**src/rtl/gps_pkg.sv**
```systemverilog
// Shared constants, LFSR feedback masks, PRN phase-select table and FSM encoding
// for the GPS L1 C/A code generator. Bit k-1 of a 10-bit register is ICD stage k.
package gps_pkg;

    localparam int CA_CODE_BITS = 128;
    localparam int CA_EPOCH_LEN = 1023;

    // G1 feedback: stages 3,10.  G2 feedback: stages 2,3,6,8,9,10.
    localparam logic [9:0] G1_FB_MASK = 10'b10_0000_0100;
    localparam logic [9:0] G2_FB_MASK = 10'b11_1010_0110;

    typedef enum logic [1:0] {
        ST_IDLE = 2'd0,
        ST_RUN  = 2'd1,
        ST_DONE = 2'd2
    } state_t;

    function automatic logic [9:0] tap_pair(input int s1, input int s2);
        return (10'b1 << (s1 - 1)) | (10'b1 << (s2 - 1));
    endfunction

    function automatic logic sv_in_range(input logic [5:0] sv);
        return (sv != 6'd0) && (sv <= 6'd32);
    endfunction

    // G2 phase-select taps per PRN; out-of-range PRNs select nothing.
    function automatic logic [9:0] ca_taps(input logic [5:0] sv);
        logic [9:0] m;
        m = '0;
        case (sv)
            6'd1:  m = tap_pair(2, 6);
            6'd2:  m = tap_pair(3, 7);
            6'd3:  m = tap_pair(4, 8);
            6'd4:  m = tap_pair(5, 9);
            6'd5:  m = tap_pair(1, 9);
            6'd6:  m = tap_pair(2, 10);
            6'd7:  m = tap_pair(1, 8);
            6'd8:  m = tap_pair(2, 9);
            6'd9:  m = tap_pair(3, 10);
            6'd10: m = tap_pair(2, 3);
            6'd11: m = tap_pair(3, 4);
            6'd12: m = tap_pair(5, 6);
            6'd13: m = tap_pair(6, 7);
            6'd14: m = tap_pair(7, 8);
            6'd15: m = tap_pair(8, 9);
            6'd16: m = tap_pair(9, 10);
            6'd17: m = tap_pair(1, 4);
            6'd18: m = tap_pair(2, 5);
            6'd19: m = tap_pair(3, 6);
            6'd20: m = tap_pair(4, 7);
            6'd21: m = tap_pair(5, 8);
            6'd22: m = tap_pair(6, 9);
            6'd23: m = tap_pair(1, 3);
            6'd24: m = tap_pair(4, 6);
            6'd25: m = tap_pair(5, 7);
            6'd26: m = tap_pair(6, 8);
            6'd27: m = tap_pair(7, 9);
            6'd28: m = tap_pair(8, 10);
            6'd29: m = tap_pair(1, 6);
            6'd30: m = tap_pair(2, 7);
            6'd31: m = tap_pair(3, 8);
            6'd32: m = tap_pair(4, 9);
            default: m = '0;
        endcase
        return m;
    endfunction

endpackage

```
**src/rtl/gps_ca_lfsr.sv**
```systemverilog
// G1/G2 LFSR pair: chip is combinational from current state, registers advance on step.
// reload (to all-ones) takes priority over step.
module gps_ca_lfsr
    import gps_pkg::*;
(
    input  logic       clk,
    input  logic       rst,
    input  logic       step,
    input  logic       reload,
    input  logic [9:0] taps,
    output logic       chip
);

    logic [9:0] g1;
    logic [9:0] g2;

    assign chip = g1[9] ^ (^(g2 & taps));

    always_ff @(posedge clk) begin
        if (rst) begin
            g1 <= '1;
            g2 <= '1;
        end else if (reload) begin
            g1 <= '1;
            g2 <= '1;
        end else if (step) begin
            g1 <= {g1[8:0], ^(g1 & G1_FB_MASK)};
            g2 <= {g2[8:0], ^(g2 & G2_FB_MASK)};
        end
    end

endmodule

```
**src/rtl/gps_ca_gen.sv**
```systemverilog
// C/A code block generator: a rising edge of gen_next produces CODE_BITS chips, one per cycle,
// with code_valid 129 cycles after the sampled edge; edges while running are dropped.
module gps_ca_gen
    import gps_pkg::*;
#(
    parameter int CODE_BITS = CA_CODE_BITS,
    parameter int EPOCH_LEN = CA_EPOCH_LEN
) (
    input  logic                 wb_clk_i,
    input  logic                 wb_rst_i,
    input  logic [5:0]           sv_num,
    input  logic                 gen_next,
    output logic [CODE_BITS-1:0] ca_code,
    output logic                 code_valid,
    output logic                 busy,
    output logic                 epoch,
    output logic [9:0]           chip_idx,
    output logic                 sv_err
);

    localparam int CNT_W = $clog2(CODE_BITS);
    localparam logic [CNT_W-1:0] BLK_LAST = CNT_W'(CODE_BITS - 1);
    localparam logic [9:0]       IDX_LAST = 10'(EPOCH_LEN - 1);

    state_t           state;
    state_t           state_nxt;
    logic             gen_next_q;
    logic             armed;
    logic [5:0]       sv_q;
    logic [CNT_W-1:0] blk_cnt;
    logic             edge_det;
    logic             start;
    logic             finish;
    logic             run;
    logic             wrap;
    logic             sv_change;
    logic             lfsr_chip;
    logic             chip_bit;

    // armed stays low until gen_next has been seen low, so a level held through reset is not a request.
    assign edge_det  = gen_next & ~gen_next_q & armed;
    assign run       = (state == ST_RUN);
    assign wrap      = run && (chip_idx == IDX_LAST);
    assign sv_change = start && (sv_num != sv_q);
    assign chip_bit  = lfsr_chip & ~sv_err;

    always_comb begin
        state_nxt = state;
        start     = 1'b0;
        finish    = 1'b0;
        case (state)
            ST_IDLE, ST_DONE: begin
                if (edge_det) begin
                    start     = 1'b1;
                    state_nxt = ST_RUN;
                end
            end
            ST_RUN: begin
                if (blk_cnt == BLK_LAST) begin
                    finish    = 1'b1;
                    state_nxt = ST_DONE;
                end
            end
            default: state_nxt = ST_IDLE;
        endcase
    end

    always_ff @(posedge wb_clk_i) begin
        if (wb_rst_i) begin
            state <= ST_IDLE;
        end else begin
            state <= state_nxt;
        end
    end

    always_ff @(posedge wb_clk_i) begin
        if (wb_rst_i) begin
            gen_next_q <= 1'b0;
            armed      <= 1'b0;
            sv_q       <= '0;
            sv_err     <= 1'b0;
            blk_cnt    <= '0;
            chip_idx   <= '0;
            ca_code    <= '0;
            code_valid <= 1'b0;
            busy       <= 1'b0;
            epoch      <= 1'b0;
        end else begin
            gen_next_q <= gen_next;
            armed      <= armed | ~gen_next;
            epoch      <= wrap;
            if (start) begin
                sv_q       <= sv_num;
                sv_err     <= ~sv_in_range(sv_num);
                code_valid <= 1'b0;
                busy       <= 1'b1;
                blk_cnt    <= '0;
                if (sv_change) begin
                    chip_idx <= '0;
                end
            end
            if (run) begin
                ca_code  <= {ca_code[CODE_BITS-2:0], chip_bit};
                blk_cnt  <= blk_cnt + 1'b1;
                chip_idx <= wrap ? 10'd0 : chip_idx + 10'd1;
            end
            if (finish) begin
                code_valid <= 1'b1;
                busy       <= 1'b0;
            end
        end
    end

    gps_ca_lfsr u_lfsr (
        .clk    (wb_clk_i),
        .rst    (wb_rst_i),
        .step   (run),
        .reload (sv_change | wrap),
        .taps   (ca_taps(sv_q)),
        .chip   (lfsr_chip)
    );

endmodule

```
**config.mk**
```make
export PLATFORM = sky130hd
export DESIGN_NAME = gps_ca_gen
export DESIGN_NICKNAME = d
export VERILOG_FILES = /design/src/rtl/gps_pkg.sv /design/src/rtl/gps_ca_lfsr.sv /design/src/rtl/gps_ca_gen.sv
export SDC_FILE = /design/constraint.sdc
export NUM_CORES = 1
export LEC_CHECK = 0
export ABC_AREA = 1
export CAP_MARGIN = 10
export CORE_UTILIZATION = 40
export CTS_CLUSTER_SIZE = 24
export DETAILED_ROUTE_END_ITERATION = 6
export PLACE_DENSITY_LB_ADDON = 0.15
export SLEW_MARGIN = 20
export SYNTH_ARGS = -nofsm -noshare
export SYNTH_HDL_FRONTEND = slang
export SYNTH_SLANG_ARGS = --single-unit
```
**constraint.sdc**
```tcl
create_clock -name wb_clk_i -period 2.4 [get_ports wb_clk_i]
set_clock_uncertainty 0.15 [all_clocks]
set_input_delay 0.24 -clock wb_clk_i [delete_from_list [all_inputs] [get_ports wb_clk_i]]
set_output_delay 0.24 -clock wb_clk_i [all_outputs]
set_load 0.05 [all_outputs]
```
# After elaboration in Yosys (flattened, before gate mapping)
# Memories as Yosys holds them, arrays and structs flattened. A register that Yosys moved wholly into a read port is not among the register bits.
# Cells that the tools add are included.
# op_classes
n_mux	17
magnitude_cmp	1
n_mul	0
n_shift	0
reduce_logical	16
div	0
eq_ne	7
add_sub_neg	2
bitwise_logic	11
# ops
cell	n
two-way mux 10 bit	4
parity 10 bit	3
two-way mux 7 bit	2
two-way mux 6 bit	2
adder 10 x 1 -> 10 bit, second input constant	1
AND 10 bit	1
== test 10 bit, second input constant	1
adder 7 x 1 -> 7 bit, second input constant	1
== test 7 bit, second input constant	1
<= comparator 6 bit, second input constant	1
two-way mux 1 bit	6
!= test 6 bit	1
nonzero test 2 bit	3
nonzero test 6 bit	1
OR reduction 2 bit	3
two-way mux 2 bit	2
NOT 1 bit	4
one-hot mux 2 bit (2 select lines)	1
AND reduction 2 bit	2
AND 1 bit	3
logical AND 1 bit	3
== test 2 x 1 -> 1 bit, second input constant	1
== test 2 bit, second input constant	1
logical NOT 2 bit	1
4 further kinds	5
# word_totals
ff_bits	179
mem_count	1
output_inout_bits	142
word_cells	68
ram_bits	0
mem_bits_ro	640
in_bits	9
latch_bits	0
# mem_list
memory	depth	width	rd	rd_clocked_by_memory_dff	write_ports	line_no	source
(no name shown)	64	10	1	1	0	gps_pkg.sv:30	case (sv)

# Longest topological paths before layout
# logic_depth
word_depth	9
ltp_mapped	13

# Cells and area by module
# From an unflattened synthesis, not the netlist that was laid out.
# unflattened
hier_cells	1054
hier_area_um2	7607.3
# modules_own_cells
module	cells_per_inst	area_per_inst_um2	n_inst
gps_ca_gen	892	6605.1	1
gps_ca_lfsr	162	1002.2	1

# Least setup slack after synthesis
# Ideal clock, no wire load.
# synth_path
path_type	reg2reg
startpoint	register chip_idx[0]
endpoint	register u_lfsr.g1[2]
stages_incl_launch_ff	10
setup_time_ps	129
path_slack_ps	476
n_path_buf	1
required_ps	2121
t_arrival_ps	1645
path_cell_list	dfxtp_1 > inv_1 > ha_1 > nand2_1 > nor2_1 > nand3_1 > o21ai_1 > a21oi_1 > buf_2 > o211ai_1
# synth_between
elab_chain_cells	4
# synth_lines
item	line_no	source
start, declared	gps_ca_gen.sv:17	output logic [9:0] chip_idx,
start signal, assigned	gps_ca_gen.sv:105	chip_idx <= wrap ? 10'd0 : chip_idx + 10'd1;
== test 10 bit	gps_ca_gen.sv:43	assign wrap = run && (chip_idx == IDX_LAST);
logical AND 1 bit	gps_ca_gen.sv:43	
OR 1 bit	gps_ca_gen.sv:118	.reload (sv_change | wrap),
OR reduction 2 bit (no source line)	--	
end signal, assigned	gps_ca_lfsr.sv:27	g1 <= {g1[8:0], ^(g1 & G1_FB_MASK)};
end, declared	gps_ca_lfsr.sv:14	logic [9:0] g1;
# Every way passes these cells.
# A chain may end at the register's enable or synchronous reset.

# Worst setup path in the final report
# layout_path
startpoint	register chip_idx[0]
endpoint	output chip_idx[0]
# No word-level cell between the ends.

==> results.cfg <==
[run_status]
status = completed

[yosys]
ys_seq_elements = 189
synth_simple_gate_area_frac = 0.2813
synth_area_per_cell_um2 = 7.384
synth_top_family_by_area = simple AND/OR/NAND/NOR gates
synthTopCellsByArea = dfxtp_1 (50%), nor2_1 (14%), o21ai_0 (9.6%)
synthMuxAreaShare = 0
synth_ff_type = dfxtp_1
synth_most_common_cell = nor2_1
synth_top_cell_area_share = 0.4989
postSynthCellCount = 1027
synth_nets = 1044
seq_area_frac_synth = 0.4989
syn_area_um2 = 7584
synth-compound-area-share = 0.1346
synthXorXnorAreaFrac = 0.01155
synth_cell_types = 36
synth_warnings = 0
synthTopCellsByCount = nor2_1 (286), dfxtp_1 (189), nand2_1 (145), o21ai_0 (145), nand3_1 (61)
synth-edff-count = 0
synth_fa_ha_area_frac = 0.01320
synth_top_area_cell = dfxtp_1
synth-async-reset-ratio = 0

[power]
seq_power_share = 0.454
combPwrFrac = 0.195
p_int_mw = 5.210
p_total_mw = 7.669
powerDensity_nw_per_um2 = 774.0
p_sw_mw = 2.459
clock_power_share = 0.351
leakage_nw = 4.455
switching_share = 0.3206
ir_drop_mv = 0.5937

[worst_setup_path]
r2r-end = u_lfsr.taps[8]$_DFF_P_
path_class = flip-flop to primary output
reg2regPathDepth = 11
critPathMaxStageDelay_ns = 0.88
crit_start = chip_idx[0]$_SDFFE_PP0P_
cp.required_ns = 2.01
r2r_slack_ns = 0.35
worst_ep_arrival_time_ns = 1.74
worstSetupPathDepth = 1
cp_max_fo = 6
critPathCapture = chip_idx[0]
crit_slowest_cell = clkdlybuf4s50_1
cp_num_buf_inv = 1
cp-end-kind = primary output
timing.rr.start = armed$_SDFF_PP0_
crit_family = buffers and inverters
startpoint_type = flip-flop
cp_cell_sequence = clkdlybuf4s50_1

[sta]
fin_crit_sh = 0.8866
finalSetupViolCount = 0
rsz0062_at_grt = false
fmax_mhz = 469.9
worstMarginPinSlew_ns = 0.5753
max_slew_margin = 0.6153
fin_crit_ns = 2.128
worst_slack_ns = 0.2720
finalMaxSlewViolations = 0
timing.final.hold_violations = 0

[cts]
clock_path_buffers = 2
post_cts_resized = 0
clockRootBuffer = clkbuf_16
cts_sinks = 189
cts_tree = done
cts_max_level = 4
cts_buffers = 17
post_cts_buffers = 0
clk_latency_ns = 0.43
cts_hold_buf = 0
clk_pin_slew_ns = 0.07

[die]
die_y_um = 139.7
die_w_um = 139.7
core_area_um2 = 18270
start_util = 0.4151
num_rows = 49
ios = 151
die_area_um2 = 19510

[route]
wl_met3_um = 1395
route.detailed.wl_per_inst_um = 13.02
remaining_drc_errors = 0
viasPerCell = 4.875
drt_iter0_markers = 437
met1_length_um = 8822
via_count = 6830
drt_wl_total_um = 18250
route.met2.wl_um = 7798
first_pass_iters = 5
top_layer = met4
postRouteAntennaNets = 0

[grt]
grt_max_degree = 140
grt_pass1_vias = 6131
track_usage = 0.1930
grt_pass1_wl_um = 30820
grt-ovfl-total = 0
antenna_found_initial = 0

[cells_and_area]
diodes = 0
synthToLayoutAreaGrowth_pct = 30.65
utilization = 0.5423
finalNetCount = 1176
final_cells = 1401
fin_area_um2 = 9908
drive_gt1_frac = 0.06655

[place]
place_ws_ns = -0.03116
gp_congestion = 0.8354
place_area_um2 = 9339
placedCellCount = 1369
port-buffer-count = 150
dp_hpwl_um = 11850

[flow_run]
maxCapViolCount = 0

[hold_path]
min_path_type = input port to flip-flop
[cells by family after synthesis]
kind of cell | Yosys count
AO/OA/AOI/OAI | 196
XOR/XNOR | 10
adder cells (fa/ha/maj) | 8
buffers and inverters | 107
flip-flops | 189
AND/OR/NAND/NOR | 517
[area by class of cell]
| type | instances | area (um2) |
|---|---|---|
| Fill cell | 1779 | 8362 |
| Sequential cell | 189 | 3784 |
| Multi-Input combinational cell | 731 | 3347 |
| Timing Repair Buffer | 171 | 1734 |
| Clock buffer | 18 | 439.2 |
| Tap cell | 229 | 286.5 |
| Inverter | 49 | 187.7 |
| Clock inverter | 14 | 130.1 |
[power groups by stage]
| stage | Combinational [mW] | Clock, mW | Sequential, mW |
|---|---|---|---|
| global placement | 1.50 | 0 | 3.56 |
| CTS | 1.51 | 2.78 | 3.49 |
| finish | 1.50 | 2.69 | 3.48 |
| detailed placement | 1.50 | 0 | 3.55 |
| global route | 1.62 | 2.94 | 3.52 |
| floorplan | 0.530 | 0 | 4.04 |
[metrics by stage]
step	TNS, ns	hold WS, ns
after floorplan	0	0.2149
after global placement	-0.007889	0.3051
after detailed placement	-0.07020	0.3050
after CTS	0	0.2446
after global routing	0	0.2581
final	0	0.2574
[layout by cell type, fill, tap and decap left out, types with 2 or more instances in the layout]
cell,netlist,routed
nand2_1,145,145
xnor2_1,5,5
inv_8,0,3
nor3_1,3,3
inv_2,8,6
nand3_2,2,2
nand2_2,2,2
o21ai_0,145,145
a21oi_1,30,30
inv_1,41,41
clkinv_4,0,4
clkinvlp_4,0,3
nand2_4,2,2
nand4_1,4,4
nand3_1,61,61
a31oi_1,2,2
a221oi_1,2,2
clkinv_2,0,2
clkdlybuf4s50_1,0,150
nand3_4,2,2
nor3_2,3,3
nor2_2,3,2
inv_6,0,2
o211ai_1,6,6
o21ai_1,7,7
buf_4,3,15
nor2_4,1,2
ha_1,8,8
dfxtp_1,189,189
xor2_1,5,5
clkbuf_16,0,17
nor2_1,286,286
buf_12,0,6
[layer usage]
metal,vias up,GRT usage
met5,-,0
met4,0,0.05726
met3,20,0.07777
met2,160,0.2863
met1,3069,0.2560
li1,3581,-
[state kept, by name, indices dropped and copies added, names as in the netlist, 2 cells and up]
name         flops
state            2
sv_q             6
chip_idx        10
u_lfsr.g2       10
ca_code        128
u_lfsr.g1       10
u_lfsr.taps     10
blk_cnt          7
[worst min path at each step]
stage	startpoint	to	slack, ns	cells past startpoint
global placement	u_lfsr.g1[5]$_SDFFE_PP1P_	u_lfsr.g1[6]$_SDFFE_PP1P_	0.31	2
detailed placement	u_lfsr.g1[5]$_SDFFE_PP1P_	u_lfsr.g1[6]$_SDFFE_PP1P_	0.30	2
finish	gen_next	gen_next_q$_SDFF_PP0_	0.26	3
floorplan	gen_next	gen_next_q$_SDFF_PP0_	0.21	2
CTS	gen_next	gen_next_q$_SDFF_PP0_	0.24	3
global route	gen_next	gen_next_q$_SDFF_PP0_	0.26	3
(Power assumes the default switching activity.)
